$ cat src/rtl/shift_seq_pkg.sv
// Shared types and helpers for the shift_right_sequencer controller and its shifter.
package shift_seq_pkg;

  typedef enum logic [1:0] {
    IDLE = 2'd0,
    RUN  = 2'd1,
    DONE = 2'd2
  } state_t;

  localparam logic TYPE_LOGICAL = 1'b0;
  localparam logic TYPE_ARITH   = 1'b1;

  // Bits to shift this cycle: the remaining amount, capped at the per-cycle step.
  function automatic int unsigned step_amt(input int unsigned rem, input int unsigned step);
    return (rem < step) ? rem : step;
  endfunction

endpackage

$ cat src/rtl/SHIFT_RIGHT.sv
// Combinational right shifter: zero fill (TYPE_LOGICAL) or sign fill (TYPE_ARITH).
module SHIFT_RIGHT
  import shift_seq_pkg::*;
#(
  parameter int N = 8
) (
  input  logic         TYPE,
  input  logic [N-1:0] A,
  input  logic [N-1:0] B,
  output logic [N-1:0] Y
);

  always_comb begin
    if (TYPE == TYPE_ARITH) Y = $unsigned($signed(A) >>> B);
    else                    Y = A >> B;
  end

endmodule

$ cat src/rtl/shift_right_sequencer.sv
// Multi-cycle right-shift controller driving a narrow SHIFT_RIGHT at most STEP bits per cycle.
// Optional abort input is enabled by defining SHIFT_SEQ_ABORT_EN.
module shift_right_sequencer
  import shift_seq_pkg::*;
#(
  parameter int N    = 8,
  parameter int STEP = 2
) (
  input  logic         clk,
  input  logic         rst,
  input  logic         start,
  input  logic         shift_type,
  input  logic [N-1:0] a,
  input  logic [N-1:0] b,
`ifdef SHIFT_SEQ_ABORT_EN
  input  logic         abort,
`endif
  output logic         ready,
  output logic         busy,
  output logic         done,
  output logic [N-1:0] out,
  output logic [1:0]   dbg_state
);

  // Handshake: a request is taken on a rising edge where start=1 and ready=1;
  // start while ready=0 is dropped, nothing is queued.

  localparam int RW = $clog2(N + 1);

  state_t         state_q, state_d;
  logic [N-1:0]   acc_q;
  logic           typ_q;
  logic [RW-1:0]  rem_q;
  logic [RW-1:0]  b_sat;
  logic [RW-1:0]  stp;
  logic [RW-1:0]  rem_next;
  logic [N-1:0]   shifted;
  logic           abort_w;

`ifdef SHIFT_SEQ_ABORT_EN
  assign abort_w = abort;
`else
  assign abort_w = 1'b0;
`endif

  // Saturate against the full-width amount before narrowing to the counter width.
  assign b_sat    = (32'(b) >= N) ? RW'(N) : RW'(b);
  assign stp      = RW'(step_amt(32'(rem_q), 32'(STEP)));
  assign rem_next = rem_q - stp;

  SHIFT_RIGHT #(.N(N)) u_shift (
    .TYPE (typ_q),
    .A    (acc_q),
    .B    (N'(stp)),
    .Y    (shifted)
  );

  always_comb begin
    state_d = state_q;
    case (state_q)
      IDLE: if (start) state_d = (b_sat == '0) ? DONE : RUN;
      RUN: begin
        if (abort_w)              state_d = IDLE;
        else if (rem_next == '0)  state_d = DONE;
      end
      DONE:    state_d = IDLE;
      default: state_d = IDLE;
    endcase
  end

  always_ff @(posedge clk) begin
    if (rst) begin
      state_q <= IDLE;
      acc_q   <= '0;
      typ_q   <= TYPE_LOGICAL;
      rem_q   <= '0;
      out     <= '0;
    end else begin
      state_q <= state_d;
      case (state_q)
        IDLE: begin
          if (start) begin
            acc_q <= a;
            typ_q <= shift_type;
            rem_q <= b_sat;
            if (b_sat == '0) out <= a;
          end
        end
        RUN: begin
          if (!abort_w) begin
            acc_q <= shifted;
            rem_q <= rem_next;
            if (rem_next == '0) out <= shifted;
          end
        end
        default: ;
      endcase
    end
  end

  assign ready     = (state_q == IDLE);
  assign busy      = (state_q == RUN) || (state_q == DONE);
  assign done      = (state_q == DONE);
  assign dbg_state = state_q;

endmodule

$ cat config.mk
export PLATFORM = sky130hd
export DESIGN_NAME = shift_right_sequencer
export DESIGN_NICKNAME = d
export VERILOG_FILES = /design/src/rtl/shift_seq_pkg.sv /design/src/rtl/SHIFT_RIGHT.sv /design/src/rtl/shift_right_sequencer.sv
export SDC_FILE = /design/constraint.sdc
export NUM_CORES = 1
export LEC_CHECK = 0
export CELL_PAD_IN_SITES_DETAIL_PLACEMENT = 1
export CELL_PAD_IN_SITES_GLOBAL_PLACEMENT = 1
export CORE_MARGIN = 5
export CORE_UTILIZATION = 40
export DETAILED_ROUTE_END_ITERATION = 10
export PLACE_DENSITY_LB_ADDON = 0.1
export SETUP_SLACK_MARGIN = 0.5
export SLEW_MARGIN = 20
export SYNTH_ARGS = -nofsm -noshare
export SYNTH_HDL_FRONTEND = slang
export SYNTH_SLANG_ARGS = --single-unit
$ cat constraint.sdc
create_clock -name clk -period 3.6 [get_ports clk]
set_clock_uncertainty 0.05 [all_clocks]
set_input_delay 0.72 -clock clk [delete_from_list [all_inputs] [get_ports clk]]
set_output_delay 0.72 -clock clk [all_outputs]
set_load 0.005 [all_outputs]
==> results.sh, run 1 <==
export IMPL_gp_congestion=0.779
export IMPL_cts_sinks=23
export IMPL_power_density_nw_per_um2=472
export IMPL_globalRoute_totalOverflow=0
export IMPL_yosysTopAreaCellShare_pct=31.7
export IMPL_swShare_pct=39.5
export IMPL_synth_seq_cells=23
export IMPL_wl_per_cell_um=16.5
export IMPL_p_seq_share_pct=39.5
export IMPL_worstSkewPairLatency_ps=320
export IMPL_finalSetupViolations=0
export IMPL_worstHoldPathType="reg -> reg"
export IMPL_cts_setup_buffers=0
export IMPL_ant_nets=0
export IMPL_postLayoutCellArea_um2=1830
export IMPL_synthSimpleGateAreaFrac_pct=26.6
export IMPL_routed_via_density=5.67
export IMPL_core_area_um2=3420
export IMPL_crit_required_ps=2830
export IMPL_tightest_slew_ps=679
export IMPL_vias=1355
export IMPL_startpoint_type="flip-flop"
export IMPL_fin_crit_ps=2470
export IMPL_worstSetupPathType="reg -> out"
export IMPL_synth_area_leader_cell="dfxtp_1"
export IMPL_finalMaxSlewViolations=0
export IMPL_outcome="finished, final reports clean"
export IMPL_synth_cell_types=41
export IMPL_diodes=0
export IMPL_postLayoutSetupSlackWorst_ps=1130
export IMPL_synth_area_leaders="dfxtp_1, mux2i_1, nor3b_2"
export IMPL_port_buffers=32
export IMPL_cp_data_arrival_time_ps=1700
export IMPL_grt_max_degree=20
export IMPL_cts_buffers=3
export IMPL_syn_cell_area_um2=1450
export IMPL_cap_violations=0
export IMPL_drtIter0Drc=45
export IMPL_initial_core_util_pct=42.5
export IMPL_post_cts_resized=0
export IMPL_synth_edf_count=0
export IMPL_rsz0062_at_grt="no"
export IMPL_yosysWarnings=0
export IMPL_nets=218
export IMPL_grt_pass1_vias=1332
export IMPL_peakVddDrop_v=0.000226
export IMPL_synth_fp_nets=190
export IMPL_async_flop_share_pct=0
export IMPL_synth_most_common_cell="dfxtp_1"
export IMPL_leakage_nw=0.664
export IMPL_ys_flop_type="dfxtp_1"
export IMPL_ctsHoldBuffers=0
export IMPL_grt_pass1_wl_mm=6.42
export IMPL_synth_top_family_by_area="simple AND/OR/NAND/NOR gates"
export IMPL_synthXorXnorAreaFrac_pct=0
export IMPL_place_hpwl_mm=2.93
export IMPL_clock_power_share_pct=14.5
export IMPL_seq_area_frac_synth_pct=31.7
export IMPL_clk_pin_slew_worst_paths_ps=140
export IMPL_synthAdderAreaFrac_pct=4.22
export IMPL_p_sw_mw=0.341
export IMPL_ctsHtreeMaxLevel=1
export IMPL_dieHeight_um=70.3
export IMPL_antenna_found_initial=0
export IMPL_combPwrFrac_pct=46.0
export IMPL_synth_area_mux_share_pct=12.1
export IMPL_die_area_um2=4940
export IMPL_internal_power_mw=0.522
export IMPL_ioPinCount=33
export IMPL_slew_headroom_pct=54.8
export IMPL_fmax_mhz=405
export IMPL_drt_wl_total_mm=3.94
export IMPL_syn_avg_cell_area_um2=8.75
export IMPL_rrSetupSlack_ps=1330
export IMPL_pre_cts_ws_ps=966
export IMPL_grtUsageTotal_pct=16.1
export IMPL_drc=0
export IMPL_cp_max_fo=8
export IMPL_synthTopCellsByCount="dfxtp_1, mux2i_1, nor2_1, nor3_1, nand2_1"
export IMPL_syn_instance_count=166
export IMPL_whs_ps=422
export IMPL_place_area_um2=1800
export IMPL_layout_drive_gt1_share_pct=11.9
export IMPL_syn2layout_area_growth_pct=25.8
export IMPL_clock_path_buffers=2
export IMPL_cts_tree="built"
export IMPL_dr_pass1_iters=4
export IMPL_end_kind="output port"
export IMPL_dieWidth_um=70.3
export IMPL_tns_ps=0
export IMPL_hold_viol=0
export IMPL_cts_root_buffer="clkbuf_4"
export IMPL_period_share_pct=68.6
export IMPL_synth_compound_area_share_pct=20.3
export IMPL_num_rows=21
==> power groups by stage <==
stage / registers [mW] / clock network [mW] / logic, mW
after floorplan: 0.335 / 0 / 0.274
after global placement: 0.342 / 0 / 0.385
after detailed placement: 0.346 / 0 / 0.396
after CTS: 0.340 / 0.133 / 0.399
after global routing: 0.348 / 0.144 / 0.433
final: 0.341 / 0.125 / 0.397
==> final cells by class <==
type / count / area (µm²)
Multi-Input combinational cell: 127 / 923
Timing Repair Buffer: 35 / 343
Clock inverter: 1 / 5.00
Sequential cell: 23 / 460
Tap cell: 46 / 57.6
Inverter: 4 / 15.0
Fill cell: 415 / 1590
Clock buffer: 3 / 22.5
==> layout by cell type (no fill, tap or decap), types with 2 or more instances in the layout <==
master | synthesis | layout
nor3_1 | 14 | 14
nor3b_2 | 6 | 6
buf_4 | 1 | 3
a31o_1 | 6 | 6
mux2i_1 | 15 | 15
o21ai_0 | 4 | 4
o21ai_1 | 6 | 6
a221oi_1 | 2 | 2
dfxtp_1 | 23 | 23
ha_1 | 4 | 4
nand2b_1 | 2 | 2
o211ai_1 | 3 | 3
a21oi_1 | 6 | 6
clkbuf_4 | 0 | 3
inv_1 | 4 | 4
or4_4 | 2 | 2
nand2_1 | 13 | 13
clkdlybuf4s50_1 | 0 | 32
nor2_1 | 14 | 14
nor2b_1 | 9 | 9
==> worst max-delay path: stages, from the launching register on <==
cell	delay [ps]
dfxtp_1	350
inv_1	100
ha_1	350
clkdlybuf4s50_1	570
==> sequential cells by signal, summed over array words and instances, names as in the netlist <==
register,cells
out,8
typ_q,1
acc_q,8
dbg_state,2
rem_q,4
==> metrics by stage <==
stage,utilization (%),instances,total power [mW]
after CTS,53.5,239,0.872
after global routing,53.5,239,0.924
final,53.5,239,0.863
after detailed placement,52.7,235,0.742
after floorplan,-,166,0.610
after global placement,52.7,235,0.727
==> metal layers <==
layer	up-vias	track usage [%]	part of all wire, %
li1	658	-	-
met1	666	20.3	48
met2	24	26.3	47
met3	7	4.02	3.7
met4	0	5.96	1.7
met5	-	0	0
==> kinds of logic (layout without fill, tap and decap cells) <==
group	count (synthesis)	in the layout
muxes	17	17
other	1	1
adders and majority gates	5	5
AOI/OAI and AO/OA	39	39
DFF	23	23
and+or+nand+nor	65	65
buffers and inverters	16	43
==> worst paths after layout <==
kind	start	end	cells past startpoint
setup / recovery	dbg_state[1]	ready	3
hold reg to reg	out[6]	out[6]	2
hold / removal	out[6]	out[6]	2
setup reg to reg	dbg_state[1]	out[7]	5
(Power assumes the default switching activity.)
==> run 2, diff against run 1 <==
--- a/config.mk
+++ b/config.mk
@@ -8,7 +8,7 @@
 export CELL_PAD_IN_SITES_DETAIL_PLACEMENT = 1
 export CELL_PAD_IN_SITES_GLOBAL_PLACEMENT = 1
 export CORE_MARGIN = 5
-export CORE_UTILIZATION = 40
+export CORE_UTILIZATION = 33
 export DETAILED_ROUTE_END_ITERATION = 10
 export PLACE_DENSITY_LB_ADDON = 0.1
 export SETUP_SLACK_MARGIN = 0.5
==> constraint.sdc (replaced) <==
create_clock -name clk -period 2.2 [get_ports clk]
set_clock_uncertainty 0.05 [all_clocks]
set_input_delay 0.44 -clock clk [delete_from_list [all_inputs] [get_ports clk]]
set_output_delay 0.44 -clock clk [all_outputs]
set_load 0.005 [all_outputs]
==> run 2 against run 1 <==
  * Sequential power up 64%
  * First-iteration DRC count down 36%
  * Register-to-register slack worse by 960 ps
  * Largest power group unchanged
==> results.sh, run 2 (synthesis gave the netlist of run 1 again) <==
export IMPL_outcome="finished, final reports clean"
export IMPL_combPwrFrac_pct=49.7
export IMPL_cap_violations=0
export IMPL_drc=0
export IMPL_dieWidth_um=76.3
export IMPL_cp_data_arrival_time_ps=1960
export IMPL_wl_per_cell_um=16.9
export IMPL_num_rows=24
export IMPL_vias=1397
export IMPL_initial_core_util_pct=33.6
export IMPL_ctsHtreeMaxLevel=1
export IMPL_cts_root_buffer="clkbuf_8"
export IMPL_grt_max_degree=15
export IMPL_grt_pass1_vias=1475
export IMPL_ctsHoldBuffers=0
export IMPL_grt_pass1_wl_mm=7.32
export IMPL_ant_nets=0
export IMPL_startpoint_type="primary input"
export IMPL_layout_drive_gt1_share_pct=26.2
export IMPL_timing_rr_start="rem_q[1]"
export IMPL_drt_wl_total_mm=4.43
export IMPL_worstHoldPathType="reg -> reg"
export IMPL_globalRoute_totalOverflow=0
export IMPL_cpPeakStageDelay_ps=460
export IMPL_whs_ps=418
export IMPL_fin_crit_ps=1850
export IMPL_swShare_pct=37.5
export IMPL_worstPathCellList="clkdlybuf4s50_1 -> or4_4 -> o21ai_4 -> o211ai_4 -> mux2_4"
export IMPL_clock_path_buffers=2
export IMPL_peakVddDrop_v=0.000339
export IMPL_power_density_nw_per_um2=788
export IMPL_cp_num_buf_inv=1
export IMPL_core_area_um2=4320
export IMPL_reg_top3="acc_q x8, out x8, rem_q x4"
export IMPL_diodes=0
export IMPL_drtIter0Drc=29
export IMPL_reg2reg_depth=6
export IMPL_gp_congestion=0.777
export IMPL_crit_family="simple AND/OR/NAND/NOR gates"
export IMPL_postLayoutSetupSlackWorst_ps=351
export IMPL_final_common_cell="clkdlybuf4s50_1"
export IMPL_cp_max_fo=3
export IMPL_p_sw_mw=0.619
export IMPL_leakage_nw=0.810
export IMPL_finalMaxSlewViolations=0
export IMPL_dieHeight_um=76.3
export IMPL_min_from="out[4]"
export IMPL_dr_pass1_iters=4
export IMPL_hold_path_depth=2
export IMPL_crit_cells=5
export IMPL_die_area_um2=5830
export IMPL_period_share_pct=84.0
export IMPL_place_hpwl_mm=3.21
export IMPL_crit_start="b[1]"
export IMPL_p_seq_share_pct=33.9
export IMPL_crit_slowest_cell="or4_4"
export IMPL_clock_power_share_pct=16.4
export IMPL_layout_common_cells="clkdlybuf4s50_1, dfxtp_1, buf_4, mux2i_1, nor3_1"
export IMPL_hold_viol=0
export IMPL_worstSkewPairLatency_ps=270
export IMPL_fmax_mhz=541
export IMPL_nets=235
export IMPL_ioPinCount=33
export IMPL_crit_required_ps=2320
export IMPL_cts_tree="built"
export IMPL_grtUsageTotal_pct=15.0
export IMPL_clk_pin_slew_worst_paths_ps=90
export IMPL_rsz0062_at_grt="yes"
export IMPL_finalSetupViolations=0
export IMPL_cts_buffers=3
export IMPL_antenna_found_initial=0
export IMPL_tns_ps=0
export IMPL_port_buffers=32
export IMPL_internal_power_mw=1.03
export IMPL_pre_cts_ws_ps=-31.4
export IMPL_total_power_mw=1.65
export IMPL_end_kind="flip-flop"
export IMPL_worstSetupPathType="in -> reg"
export IMPL_syn2layout_area_growth_pct=44.4
export IMPL_routed_via_density=5.33
export IMPL_cts_sinks=23
run 2: cell count changes in the layout (fill, tap and decap cells not counted), sizes merged:
cell / previous run / this run
clkinv: 1 / 0
dlygate4sd2: 0 / 7
clkdlybuf4s50: 32 / 22
buf: 3 / 20
dlymetal6s2s: 0 / 3
clkbuf: 3 / 4
run 2: timing repair:
| item | in CTS | in global routing |
|---|---|---|
| gates resized for setup | 19 | 12 |
| gates cloned | 0 | 0 |
| buffers inserted | 8 | 2 |
| endpoints found under the hold margin | 0 | 0 |
| setup endpoints to repair | 25 | 24 |
| pin swaps | 12 | 5 |
run 2: tightest hold or removal path: cells and delay by family, from the launching register on:
| kind | cells | cell delay [ps] |
|---|---|---|
| flip-flops | 1 | 320 |
| multiplexers | 1 | 60 |
| AND/OR/NAND/NOR | 1 | 50 |
run 2: metrics by stage:
step                      std cells  cell area [µm²]  util, %
after floorplan                 166             1500        -
after global placement          248             1890     43.8
after detailed placement        248             1890     43.8
after CTS                       260             2030     46.8
after global routing            262             2100     48.5
final                           262             2100     48.5
run 2: path summary, 6_finish.rpt:
path                 end  slack [ps]
setup reg to reg  out[7]         370
hold reg to reg   out[4]         420
setup / recovery  out[7]         350
hold / removal    out[4]         420
run 2: cell type report:
class,count,area (µm²)
Tap cell,52,65.1
Sequential cell,23,474
Clock buffer,4,45.0
Timing Repair Buffer,52,477
Inverter,4,17.5
Multi-Input combinational cell,127,1020
Fill cell,522,2230
run 2: layer usage:
metal | vias up | wire, µm | GRT usage, %
met1 | 665 | 2060 | 19.8
met4 | 0 | 57 | 4.20
met2 | 33 | 2130 | 24.2
met5 | - | 0 | 0
met3 | 6 | 183 | 3.43
li1 | 693 | - | -
run 2: power by group through the flow:
stage / clock, mW / combinational [mW] / sequential, mW
after global routing: 0.299 / 0.906 / 0.569
after detailed placement: 0 / 0.712 / 0.574
final: 0.271 / 0.821 / 0.559
after CTS: 0.280 / 0.778 / 0.553
after global placement: 0 / 0.692 / 0.570
after floorplan: 0 / 0.479 / 0.556
==> run 3, diff against run 2 <==
==> constraint.sdc (replaced) <==
create_clock -name clk -period 1.7 [get_ports clk]
set_clock_uncertainty 0.05 [all_clocks]
set_input_delay 0.34 -clock clk [delete_from_list [all_inputs] [get_ports clk]]
set_output_delay 0.34 -clock clk [all_outputs]
set_load 0.005 [all_outputs]
==> run 3 against run 2 <==
  * The run now ends with negative setup slack left
  * Global-route usage up 3.1 points
  * Register-to-register slack worse by 420 ps
  * Utilization up 11 points
  * Non-clock buffer count up 22
  * Critical endpoint is now out[3]
==> results.sh, run 3 (synthesis gave the netlist of run 1 again) <==
export IMPL_outcome="complete, but fails checks"
export IMPL_cts_buffers=3
export IMPL_ant_nets=0
export IMPL_grtUsageTotal_pct=18.1
export IMPL_grt_pass1_wl_mm=8.66
export IMPL_vias=1513
export IMPL_violations="negative setup slack"
export IMPL_leakage_nw=1.02
export IMPL_initial_core_util_pct=33.6
export IMPL_hold_viol=0
export IMPL_finalMaxSlewViolations=0
export IMPL_fmax_mhz=573
export IMPL_grt_pass1_vias=1695
export IMPL_total_power_mw=2.76
export IMPL_die_area_um2=5830
export IMPL_syn2layout_area_growth_pct=77.6
export IMPL_drc=0
export IMPL_antenna_found_initial=0
export IMPL_diodes=0
export IMPL_cap_violations=0
export IMPL_dr_pass1_iters=4
export IMPL_cts_sinks=23
export IMPL_crit_required_ps=1810
export IMPL_cts_root_buffer="clkbuf_8"
export IMPL_cts_tree="built"
export IMPL_startpoint_type="flip-flop"
export IMPL_clock_power_share_pct=12.5
export IMPL_layout_common_cells="buf_4, buf_6, mux2i_1, clkdlybuf4s50_1, dfxtp_1"
export IMPL_p_sw_mw=1.06
export IMPL_swShare_pct=38.4
export IMPL_cp_max_fo=7
export IMPL_drt_wl_total_mm=5.24
export IMPL_place_hpwl_mm=3.51
export IMPL_period_share_pct=103
export IMPL_layout_drive_gt1_share_pct=55.2
export IMPL_fin_crit_ps=1750
export IMPL_power_density_nw_per_um2=1070
export IMPL_nets=257
export IMPL_dieHeight_um=76.3
export IMPL_postLayoutSetupSlackWorst_ps=-45.3
export IMPL_port_buffers=32
export IMPL_clock_path_buffers=2
export IMPL_post_place_cells=263
export IMPL_rsz0062_at_grt="yes"
export IMPL_cp_data_arrival_time_ps=1850
export IMPL_finalSetupViolations=9
export IMPL_final_cells=284
export IMPL_ctsHtreeMaxLevel=1
export IMPL_globalRoute_totalOverflow=0
export IMPL_routed_via_density=5.33
export IMPL_dieWidth_um=76.3
export IMPL_final_common_cell="buf_4"
export IMPL_grt_max_degree=15
export IMPL_clk_pin_slew_worst_paths_ps=90
export IMPL_combPwrFrac_pct=60.8
export IMPL_p_seq_share_pct=26.7
export IMPL_gp_congestion=0.767
export IMPL_core_area_um2=4320
export IMPL_internal_power_mw=1.70
export IMPL_drtIter0Drc=39
export IMPL_num_rows=24
export IMPL_worstSetupPathType="reg -> reg"
export IMPL_reg_top3="acc_q x8, out x8, rem_q x4"
export IMPL_worstHoldPathType="reg -> reg"
export IMPL_wl_per_cell_um=18.4
export IMPL_ioPinCount=33
export IMPL_peakVddDrop_v=0.000745
export IMPL_worstSkewPairLatency_ps=270
export IMPL_end_kind="flip-flop"
run 3: area by class of cell:
| cell class | instances | area [µm²] |
|---|---|---|
| Multi-Input combinational cell | 127 | 1270 |
| Tap cell | 52 | 65.1 |
| Fill cell | 472 | 1740 |
| Clock inverter | 1 | 5.00 |
| Inverter | 4 | 20.0 |
| Clock buffer | 3 | 41.3 |
| Timing Repair Buffer | 74 | 697 |
| Sequential cell | 23 | 483 |
run 3: final timing paths:
path | slack [ps] | depth (start not counted) | from | end
max | -50 | 7 | rem_q[1] | out[3]
min | 410 | 2 | out[0] | out[0]
max reg2reg | -50 | 7 | rem_q[1] | out[3]
min reg2reg | 410 | 2 | out[0] | out[0]
run 3: timing repair:
| action | 4_1_cts | 5_1_grt |
|---|---|---|
| gates resized for setup | 103 | 32 |
| setup buffers | 12 | 4 |
| setup endpoints to repair | 35 | 35 |
| pin swaps | 17 | 9 |
| gates cloned | 1 | 0 |
| hold buffers | 0 | 0 |
| endpoints found under the hold margin | 0 | 0 |
run 3: stage by stage:
stage	setup slack, ps	instance area, µm²	hold slack, ps	TNS (ps)	util, %
floorplan	-5.78	1560	396	-5.78	-
global route	-99.0	2580	450	-806	59.7
CTS	-30.6	2450	418	-113	56.7
finish	-45.3	2580	413	-158	59.7
detailed placement	-457	2060	412	-4680	47.7
global placement	-397	2060	396	-4010	47.7
run 3: critical path: stages (launching register included):
cell      delay (ps)
dfxtp_2          340
o21bai_4         170
ha_4             160
nand2b_4         150
o41ai_4          310
o211ai_4         140
buf_6            170
mux2i_2          150
run 3: power groups by stage:
stage | Clock [mW] | Combinational, mW | Sequential (mW)
after detailed placement | 0 | 1.14 | 0.725
after floorplan | 0 | 0.690 | 0.731
after global placement | 0 | 1.09 | 0.719
after CTS | 0.358 | 1.50 | 0.724
after global routing | 0.382 | 1.79 | 0.751
final | 0.345 | 1.68 | 0.735
run 3: metal layers:
metal | up-vias | wire length (µm) | GRT usage (%)
met5 | - | 0 | 0
met4 | 0 | 15 | 1.57
met3 | 2 | 112 | 3.78
met2 | 13 | 2850 | 33.5
met1 | 758 | 2260 | 22.1
li1 | 740 | - | -
==> edit: new RTL, settings of run 2 <==
The option `SHIFT_SEQ_ABORT_EN` is turned on by a define.
--- a/src/rtl/shift_right_sequencer.sv
+++ b/src/rtl/shift_right_sequencer.sv
@@ -1,4 +1,6 @@
 // Multi-cycle right-shift controller driving a narrow SHIFT_RIGHT at most STEP bits per cycle.
 // Optional abort input is enabled by defining SHIFT_SEQ_ABORT_EN.
+`define SHIFT_SEQ_ABORT_EN
+
 module shift_right_sequencer
   import shift_seq_pkg::*;
Interface: changed (added abort); port bits go from 33 to 34. No check against the original RTL was run, so the function may have changed too.
==> edit against run 2 <==
  * Design area increased by 6.4%
  * Synthesized area decreased by 4.6%
  * Via count increased by 8.7%
  * Sequential cell count unchanged
  * Wire length increased by 18%
  * Die area decreased by 4.0%
  * Worst setup slack got worse by 0.33 ns
  * Critical path type is now register to register
  * Critical endpoint unchanged
  * Highest routed layer unchanged
Power is not compared: it rests on default switching activity, and its combinational part moved more than twofold at a synthesized area within 25%.
==> edit: results (changes against run 2) <==
result of the run -> finished clean (unchanged)
count of distinct cell types in the synthesized netlist -> 37 (was 41)
multiplexer share of the synthesized area -> 13.4% (was 12.1%)
first-pass GRT wire length -> 7.56 mm (was 7.32 mm)
Worst R2R End -> out[7]$_SDFFE_PP0P_ (unchanged)
post-placement cell area -> 1870 µm² (was 1890 µm²)
Pre-Repair DR Iteration Count -> 4 (unchanged)
Regs by FF count -> acc_q (8), out (8), rem_q (4) (unchanged)
DRT Wirelength -> 5.23 mm (was 4.43 mm)
leakage -> 0.881 nW
Place WS -> -0.170 ns (was -0.0314 ns)
number of vias per cell -> 5.52 (was 5.33)
Layout fillers -> 476 (was 522)
maximum level of the CTS H-tree -> 1 (unchanged)
largest stage delay on the critical path -> 0.53 ns (was 0.46 ns)
Tightest Hold Check Type -> register to register (unchanged)
Mapped Avg Cell Area -> 8.11 µm² (was 8.75 µm²)
Synth Area in Adders -> 4.42% (was 4.22%)
XOR/XNOR Fraction of Synth Area -> 0% (unchanged)
Worst-Skew Late Latency -> 0.27 ns (about the same)
global route total overflow -> 0 (unchanged)
vias in the first global route -> 1,565 (was 1,475)
origin of the worst min-delay path -> out[6]$_SDFFE_PP0P_ (was out[4]$_SDFFE_PP0P_)
worst hold path endpoint -> out[6]$_SDFFE_PP0P_ (was out[4]$_SDFFE_PP0P_)
fin cells -> 275 (was 262)
worst path arrival time -> 2.29 ns (was 1.96 ns)
Syn Nets -> 196 (was 190)
peak ir drop on the vdd network -> 0.487 mV
Initial DRC Count -> 38 (was 29)
worst r2r path cells -> 6 (unchanged)
Port Buffer Count -> 33 (was 32)
number of antenna violations at the first check in global routing -> 0 (unchanged)
number of buffers between clock root and the deepest sink -> 2 (unchanged)
ratio of cells with drive above 1 in the final layout -> 31.6% (was 26.2%)
depth of the worst hold-timing path -> 2 (unchanged)
share of synthesized flip-flops with an asynchronous set or reset -> 0% (unchanged)
GRT Total Usage -> 18.0% (was 15.0%)
maximum net fanout on the critical path -> 2 (was 3)
post-synthesis compound-gate area fraction -> 17.7% (was 20.3%)
proportion of synthesized chip area in sequential cells -> 33.2% (was 31.7%)
pin count of the biggest net entering global routing -> 21 (was 15)
list of most frequent post-synthesis cells -> dfxtp_1, nor3_1, mux2i_1, nand2_1, nor2_1 (was dfxtp_1, mux2i_1, nor2_1, nor3_1, nand2_1)
count of synthesis-stage warnings from yosys -> 0 (unchanged)
Slowest cell on crit path -> or4b_4 (was or4_4)
top area cells in the synthesized netlist -> dfxtp_1, mux2i_1, nor3_1 (was dfxtp_1, mux2i_1, nor3b_2)
clock tree root buffer cell -> clkbuf_8 (unchanged)
final weighted congestion in routability-driven placement -> 0.779 (was 0.777)
internal power of the cells -> 1.55 mW
worst reg2reg setup slack -> 0.03 ns (was 0.37 ns)
post-detailed-placement half-perimeter wirelength -> 3.42 mm (was 3.21 mm)
clock transition at the registers of the reported paths -> 0.09 ns (about the same)
Net count, final -> 251 (was 235)
worst flop-to-flop path startpoint -> rem_q[1]$_SDFFE_PP0P_ (unchanged)
number of placed cells counting well taps -> 261 (was 248)
## edit: cell types whose count changed after synthesis, sizes merged, moves of 2 or more
| cell | change |
|---|---|
| a21oi | +3 |
| and2 | +2 |
| nand3 | +2 |
| nor2 | -2 |
| nor3 | +8 |
| nor3b | -6 |
| nor4 | +2 |
| or4 | -2 |
## edit: kinds of logic (layout without fill, tap and decap cells)
family          after synthesis  after routing
fa+ha+maj                     5              5
compound gates               37             38
buf+inv                      17             69
flops                        23             23
other cells                   1              1
simple gates                 70             71
mux                          18             18
## edit: through the flow
step	hold WS [ns]	util (%)
finish	0.420	55.4
global route	0.443	55.4
CTS	0.422	50.7
detailed placement	0.404	46.4
global placement	0.398	46.4
floorplan	0.396	-
## edit: metal layers
metal  GRT usage (%)  wire [µm]  vias up  share of wire, %
li1                -          -      727                 -
met1            20.2       2180      752                42
met2            34.0       2760       29                53
met3            2.67        185       10               3.5
met4            6.72        103        0               2.0
met5               0          0        -                 0
## edit: how the worst max path moves through the flow
stage,start,end,slack [ns]
after floorplan,rem_q[2]$_SDFFE_PP0P_,out[7]$_SDFFE_PP0P_,0.29
after global placement,b[6],out[0]$_SDFFE_PP0P_,-0.09
after detailed placement,b[7],out[2]$_SDFFE_PP0P_,-0.17
after CTS,rem_q[1]$_SDFFE_PP0P_,out[2]$_SDFFE_PP0P_,0.04
after global routing,rem_q[1]$_SDFFE_PP0P_,out[2]$_SDFFE_PP0P_,-0.01
final,rem_q[1]$_SDFFE_PP0P_,out[7]$_SDFFE_PP0P_,0.03
## edit: layout make-up
type / instances / area, µm² / area share, %
Multi-Input combinational cell: 133 / 1080 / 48.3
Timing Repair Buffer: 60 / 559 / 25.1
Sequential cell: 23 / 465 / 20.9
Tap cell: 50 / 62.6 / 2.80
Clock buffer: 3 / 41.3 / 1.85
Inverter: 5 / 18.8 / 0.841
Clock inverter: 1 / 5.00 / 0.224
## edit: power groups by stage
| stage | combinational [mW] | sequential (mW) | clock, mW |
|---|---|---|---|
| 2_1_floorplan | 0.807 | 0.662 | 0 |
| 3_3_place_gp | 1.25 | 0.664 | 0 |
| 3_5_place_dp | 1.31 | 0.673 | 0 |
| 4_1_cts | 1.48 | 0.665 | 0.275 |
| 5_1_grt | 1.94 | 0.697 | 0.300 |
| 6_report | 1.79 | 0.678 | 0.272 |
## edit: worst max-delay path, delay by kind of cell (launching register included)
kind                     cells  cell delay, ns
flip-flops                   1            0.33
AO/OA/AOI/OAI                2            0.30
multiplexers                 1            0.30
adder cells (fa/ha/maj)      1            0.16
AND/OR/NAND/NOR              2            0.93
## edit: repair_timing
item	4_1_cts	5_1_grt
cloned	0	3
pin swaps	5	13
gates resized for setup	32	31
hold endpoints to repair	0	0
endpoints found under the setup margin	25	24
buffers inserted	4	3
hold buffers	0	0
